[src/rtl/riscv_test_ctrl.sv]
// Test controller beside a RISC-V core: core reset sequencing, cycle/instret counting,
// tohost end-of-test, timeout/hang abort. Optional signature capture: RISCV_TEST_SIG_CAPTURE_EN.
module riscv_test_ctrl #(
  parameter int unsigned RST_CYCLES  = 1,
  parameter int unsigned MAX_CYCLES  = 100,
  parameter int unsigned HANG_CYCLES = 8,
  parameter logic [31:0] TOHOST_ADDR = 32'h0000_0018,
  parameter int unsigned CNT_W       = 32,
  parameter logic [31:0] SIG_BASE    = 32'h0000_0100,
  parameter int unsigned SIG_DEPTH   = 8,
  localparam int unsigned SIG_IW     = (SIG_DEPTH > 1) ? $clog2(SIG_DEPTH) : 1
) (
  input  logic              clk,
  input  logic              reset,
  input  logic [31:0]       pc,
  input  logic [31:0]       instr,
  input  logic              memwrite,
  input  logic [31:0]       aluout,
  input  logic [31:0]       writedata,
  output logic              core_reset,
  output logic [1:0]        state,
  output logic              done,
  output logic              pass,
  output logic [30:0]       fail_code,
  output logic              timeout,
  output logic              hung,
  output logic [CNT_W-1:0]  cycle_count,
  output logic [CNT_W-1:0]  instret_count,
  input  logic [SIG_IW-1:0] sig_idx,
  output logic [31:0]       sig_data,
  output logic [SIG_DEPTH-1:0] sig_valid
);

  // state   | meaning
  // S_HOLD  | core held in reset for RST_CYCLES cycles
  // S_RUN   | core running, monitoring active
  // S_DONE  | tohost termination seen (terminal)
  // S_ABORT | timeout or hung pc (terminal)
  typedef enum logic [1:0] {S_HOLD = 2'd0, S_RUN = 2'd1, S_DONE = 2'd2, S_ABORT = 2'd3} state_t;

  localparam int unsigned HOLD_W  = (RST_CYCLES > 0) ? $clog2(RST_CYCLES + 1) : 1;
  localparam int unsigned STUCK_W = $clog2(HANG_CYCLES + 1);

  state_t             state_q, state_d;
  logic [HOLD_W-1:0]  hold_cnt;
  logic [STUCK_W-1:0] stuck_cnt;
  logic [31:0]        pc_prev;

  logic        first_run, pc_same, tohost_hit, hang_hit, time_hit, hold_done;
  logic        core_reset_d, done_d, pass_d, timeout_d, hung_d;
  logic [30:0] fail_code_d;

  // cycle_count only reads zero before the first RUN edge since it saturates
  assign first_run  = (cycle_count == '0);
  assign pc_same    = !first_run && (pc == pc_prev);
  assign tohost_hit = memwrite && (aluout == TOHOST_ADDR) && writedata[0];
  assign hang_hit   = pc_same && (stuck_cnt == STUCK_W'(HANG_CYCLES - 1));
  assign time_hit   = (cycle_count == CNT_W'(MAX_CYCLES - 1));
  assign hold_done  = (hold_cnt == HOLD_W'(RST_CYCLES));

  always_ff @(posedge clk) begin
    if (reset) begin
      state_q    <= S_HOLD;
      core_reset <= 1'b1;
      done       <= 1'b0;
      pass       <= 1'b0;
      fail_code  <= '0;
      timeout    <= 1'b0;
      hung       <= 1'b0;
    end else begin
      state_q    <= state_d;
      core_reset <= core_reset_d;
      done       <= done_d;
      pass       <= pass_d;
      fail_code  <= fail_code_d;
      timeout    <= timeout_d;
      hung       <= hung_d;
    end
  end

  always_comb begin
    state_d = state_q;
    case (state_q)
      S_HOLD:  if (hold_done) state_d = S_RUN;
      S_RUN: begin
        if (tohost_hit)    state_d = S_DONE;
        else if (hang_hit) state_d = S_ABORT;
        else if (time_hit) state_d = S_ABORT;
      end
      default: state_d = state_q;
    endcase
  end

  always_comb begin
    core_reset_d = (state_d == S_HOLD);
    done_d       = done;
    pass_d       = pass;
    fail_code_d  = fail_code;
    timeout_d    = timeout;
    hung_d       = hung;
    if (state_q == S_RUN) begin
      if (tohost_hit) begin
        done_d      = 1'b1;
        pass_d      = (writedata == 32'd1);
        fail_code_d = (writedata == 32'd1) ? 31'd0 : writedata[31:1];
      end else if (hang_hit) begin
        hung_d = 1'b1;
      end else if (time_hit) begin
        timeout_d = 1'b1;
      end
    end
  end

  assign state = state_q;

  // Counters update on every RUN edge, including the exit edge, then freeze
  always_ff @(posedge clk) begin
    if (reset) begin
      hold_cnt      <= '0;
      cycle_count   <= '0;
      instret_count <= '0;
      pc_prev       <= '0;
      stuck_cnt     <= '0;
    end else begin
      case (state_q)
        S_HOLD: if (!hold_done) hold_cnt <= hold_cnt + HOLD_W'(1);
        S_RUN: begin
          if (cycle_count != '1) cycle_count <= cycle_count + CNT_W'(1);
          if (!pc_same && instret_count != '1) instret_count <= instret_count + CNT_W'(1);
          pc_prev   <= pc;
          stuck_cnt <= pc_same ? stuck_cnt + STUCK_W'(1) : '0;
        end
        default: ;
      endcase
    end
  end

  logic unused_bits;

`ifdef RISCV_TEST_SIG_CAPTURE_EN
  logic [31:0]          sig_mem [SIG_DEPTH];
  logic [31:0]          sig_off;
  logic                 sig_hit;
  logic [SIG_DEPTH-1:0] sig_valid_q;

  assign sig_off = aluout - SIG_BASE;
  assign sig_hit = (state_q == S_RUN) && memwrite && (aluout >= SIG_BASE)
                   && (aluout < SIG_BASE + 32'(4 * SIG_DEPTH));

  // Storage is deliberately not reset; only the valid flags are
  always_ff @(posedge clk) begin
    if (sig_hit) sig_mem[sig_off[2 +: SIG_IW]] <= writedata;
  end

  always_ff @(posedge clk) begin
    if (reset)        sig_valid_q <= '0;
    else if (sig_hit) sig_valid_q[sig_off[2 +: SIG_IW]] <= 1'b1;
  end

  assign sig_data    = sig_mem[sig_idx];
  assign sig_valid   = sig_valid_q;
  assign unused_bits = ^{instr, sig_off};
`else
  assign sig_data    = '0;
  assign sig_valid   = '0;
  assign unused_bits = ^{instr, sig_idx, SIG_BASE};
`endif

endmodule
[config.mk]
export PLATFORM = sky130hd
export DESIGN_NAME = riscv_test_ctrl
export DESIGN_NICKNAME = d
export VERILOG_FILES = /design/src/rtl/riscv_test_ctrl.sv
export SDC_FILE = /design/constraint.sdc
export NUM_CORES = 1
export LEC_CHECK = 0
export ABC_AREA = 1
export BUFFER_PORTS_ARGS = -buffer_cell sky130_fd_sc_hd__buf_2
export CAP_MARGIN = 20
export CORE_UTILIZATION = 42
export CTS_CLUSTER_SIZE = 24
export DETAILED_ROUTE_END_ITERATION = 10
export PLACE_DENSITY = 0.8
export SLEW_MARGIN = 20
export SYNTH_ARGS = -nofsm -noshare
export SYNTH_HDL_FRONTEND = slang
export SYNTH_SLANG_ARGS = --single-unit
export TNS_END_PERCENT = 1
[constraint.sdc]
create_clock -name clk -period 2.55 [get_ports clk]
set_clock_uncertainty 0.05 [all_clocks]
set_input_delay 0.255 -clock clk [delete_from_list [all_inputs] [get_ports clk]]
set_output_delay 0.255 -clock clk [all_outputs]
set_load 0.005 [all_outputs]
==> flow_metrics.env <==
export IMPL_status="finished clean"
export IMPL_clockBufferDepth=2
export IMPL_gp_congestion=0.916
export IMPL_htree_levels=4
export IMPL_synthArstFlopShare=0
export IMPL_critPathKind="flip-flop to flip-flop"
export IMPL_start_util=0.435
export IMPL_post_cts_buffers=0
export IMPL_yosys_area_top_type="dfxtp_1"
export IMPL_crit_fanout=6
export IMPL_worst_pin_slew_ns=0.789
export IMPL_final_area_um2=9640
export IMPL_cts_sinks=139
export IMPL_total_power_mw=5.54
export IMPL_path_buf_inv=0
export IMPL_syn_area_um2=7950
export IMPL_io_pins=276
export IMPL_antenna_found_initial=0
export IMPL_report_final_hold_viol_count=0
export IMPL_tritoncts="built"
export IMPL_grt_start_max_net_pins=80
export IMPL_clk_latency_ns=0.42
export IMPL_synth_ff_type="dfxtp_1"
export IMPL_vias=8333
export IMPL_holdWs_ns=0.0409
export IMPL_period_share=0.878
export IMPL_min_from="pc[2]"
export IMPL_synth_seq_cells=139
export IMPL_grt_pass1_vias=7850
export IMPL_netlist_instances=1204
export IMPL_vdd_drop_max_mv=0.452
export IMPL_critPathCaptureType="flip-flop"
export IMPL_post_synth_top_count_cell="nand2_1"
export IMPL_drc=0
export IMPL_relSlewSlack=0.474
export IMPL_synth_area_top_cells="dfxtp_1 (35%), nand2_1 (15%), nor2_1 (7.6%)"
export IMPL_core_area_um2=18300
export IMPL_worstPathRequired_ns=2.79
export IMPL_drive_gt1_frac=0.198
export IMPL_drt_first_iter_violations=571
export IMPL_critPathArrivalTime_ns=2.48
export IMPL_fin_util=0.527
export IMPL_timing_setup_tns_ns=0
export IMPL_synth_top_area_frac=0.350
export IMPL_post_route_min_period_ns=2.24
export IMPL_grt_first_pass_wirelength_um=37100
export IMPL_rsz0062_at_grt="no"
export IMPL_yosysUniqueCellTypes=40
export IMPL_hp_class="primary input to flip-flop"
export IMPL_die_area_um2=19500
export IMPL_rr_startpoint="cycle_count[0]$_SDFFE_PP0P_"
export IMPL_clockRootBuffer="clkbuf_16"
export IMPL_finalNetCount=1527
export IMPL_critPathTopFamily="simple AND/OR/NAND/NOR gates"
export IMPL_worstSetupStartpoint="cycle_count[0]$_SDFFE_PP0P_"
export IMPL_die_w_um=140
export IMPL_ant_nets=0
export IMPL_cts_buffers=17
export IMPL_placed_area_um2=8990
export IMPL_n_antenna_cell=0
export IMPL_worstSetupStartpointType="flip-flop"
export IMPL_hold_buffers=0
export IMPL_syn2layout_area_growth_pct=21.2
export IMPL_fmax_ghz=0.447
export IMPL_synth_seq_area_share=0.350
export IMPL_path_clk_slew_ns=0.07
export IMPL_drt_first_pass_iters=5
export IMPL_avgSynthCellArea_um2=6.60
export IMPL_p_leak_nw=4.24
export IMPL_critPathMaxStageDelay_ns=0.42
export IMPL_wirelength_um=22100
export IMPL_via_per_inst=5.11
export IMPL_cp_cell_sequence="ha_1 -> nand2_1 -> nor3_2 -> nand2_1 -> nor3_1 -> nand2_1 -> xor2_1 -> nor2_1"
export IMPL_yosys_warnings=0
export IMPL_grt_remaining_overflow=0
export IMPL_postCtsResizedCells=0
export IMPL_groute_usage_overall=0.232
export IMPL_synth_edff_count=0
export IMPL_power_density_nw_per_um2=574
export IMPL_slew_violations=0
export IMPL_path_common_cell="nand2_1"
export IMPL_slowest_stage="nor3_1"
export IMPL_setup_viol=0
export IMPL_dp_hpwl_um=16100
export IMPL_die_h_um=140
export IMPL_cap_viol_max_count=0
export IMPL_yosys_top_cells_count="nand2_1 (311), nor2_1 (161), dfxtp_1 (139)"
export IMPL_io_buffer_count=200
export IMPL_rows=49
export IMPL_avgRoutedWirePerCell_um=13.5
placed cells by master (no fill, tap or decap), types with 4 or more instances in the layout:
cell	instances
dfxtp_1	139
nand3_1	35
nand4_1	65
a21oi_1	85
o21ai_0	51
bufinv_16	4
clkbuf_16	17
inv_6	5
conb_1	40
buf_2	200
nor2_1	160
inv_1	107
xor2_1	26
nor3_1	29
nand2_1	311
nand3b_1	14
nor4_1	13
xnor2_1	19
nor3_2	6
o21ai_1	13
inv_2	9
nor3b_2	5
buf_4	10
ha_1	4
logic make-up after synthesis:
family / share of synthesized area
compound gates: 0.0984
xor+xnor: 0.0496
flops: 0.350
buf+inv: 0.122
simple gates: 0.373
fa+ha+maj: 0.00630
other cells: 0.000472
tightest hold or removal path, cell delays in order:
cell	delay, ns
buf_2	0.09
nor2_1	0.04
nor2_1	0.08
layer usage:
| layer | part of all wire | global-route usage |
|---|---|---|
| met5 | 0 | 0 |
| met4 | 0.014 | 0.0839 |
| met3 | 0.066 | 0.0516 |
| met2 | 0.47 | 0.385 |
| met1 | 0.45 | 0.297 |
flip-flops by register name, summed over array words and instances (netlist names):
register,count
hold_cnt,1
pass,1
stuck_cnt,4
fail_code,31
hung,1
core_reset,1
instret_count,32
done,1
timeout,1
cycle_count,32
pc_prev,32
state,2
final timing paths:
| kind | endpoint | slack (ns) | depth (start not counted) |
|---|---|---|---|
| min reg2reg | hung$_SDFFE_PP0P_ | 0.40 | 2 |
| max reg2reg | cycle_count[20]$_SDFFE_PP0P_ | 0.31 | 8 |
| max | cycle_count[20]$_SDFFE_PP0P_ | 0.31 | 8 |
| min | pc_prev[2]$_SDFFE_PP0P_ | 0.04 | 3 |
metrics by stage:
stage                     cells  worst slack [ns]
after floorplan            1243             0.681
after global placement     1599             0.191
after detailed placement   1599             0.164
after CTS                  1631             0.128
after global routing       1631            0.0624
final                      1631             0.311
report_power, final:
| part | internal, mW | leakage, nW | switching [mW] | total [mW] |
|---|---|---|---|---|
| Combinational | 0.200 | 2.81 | 0.337 | 0.537 |
| Sequential | 2.24 | 1.13 | 0.0504 | 2.29 |
| Clock | 1.66 | 0.301 | 1.05 | 2.71 |
cell type report:
cell class	count	area (µm²)
clock buffers	17	425
clock inverters	15	213
fillers	1805	8630
inverters	116	435
multi-input cells	902	4360
flip-flops and latches	139	2780
well taps	229	287
repair buffers	213	1140
No activity file was read; power rests on OpenSTA's default activity.
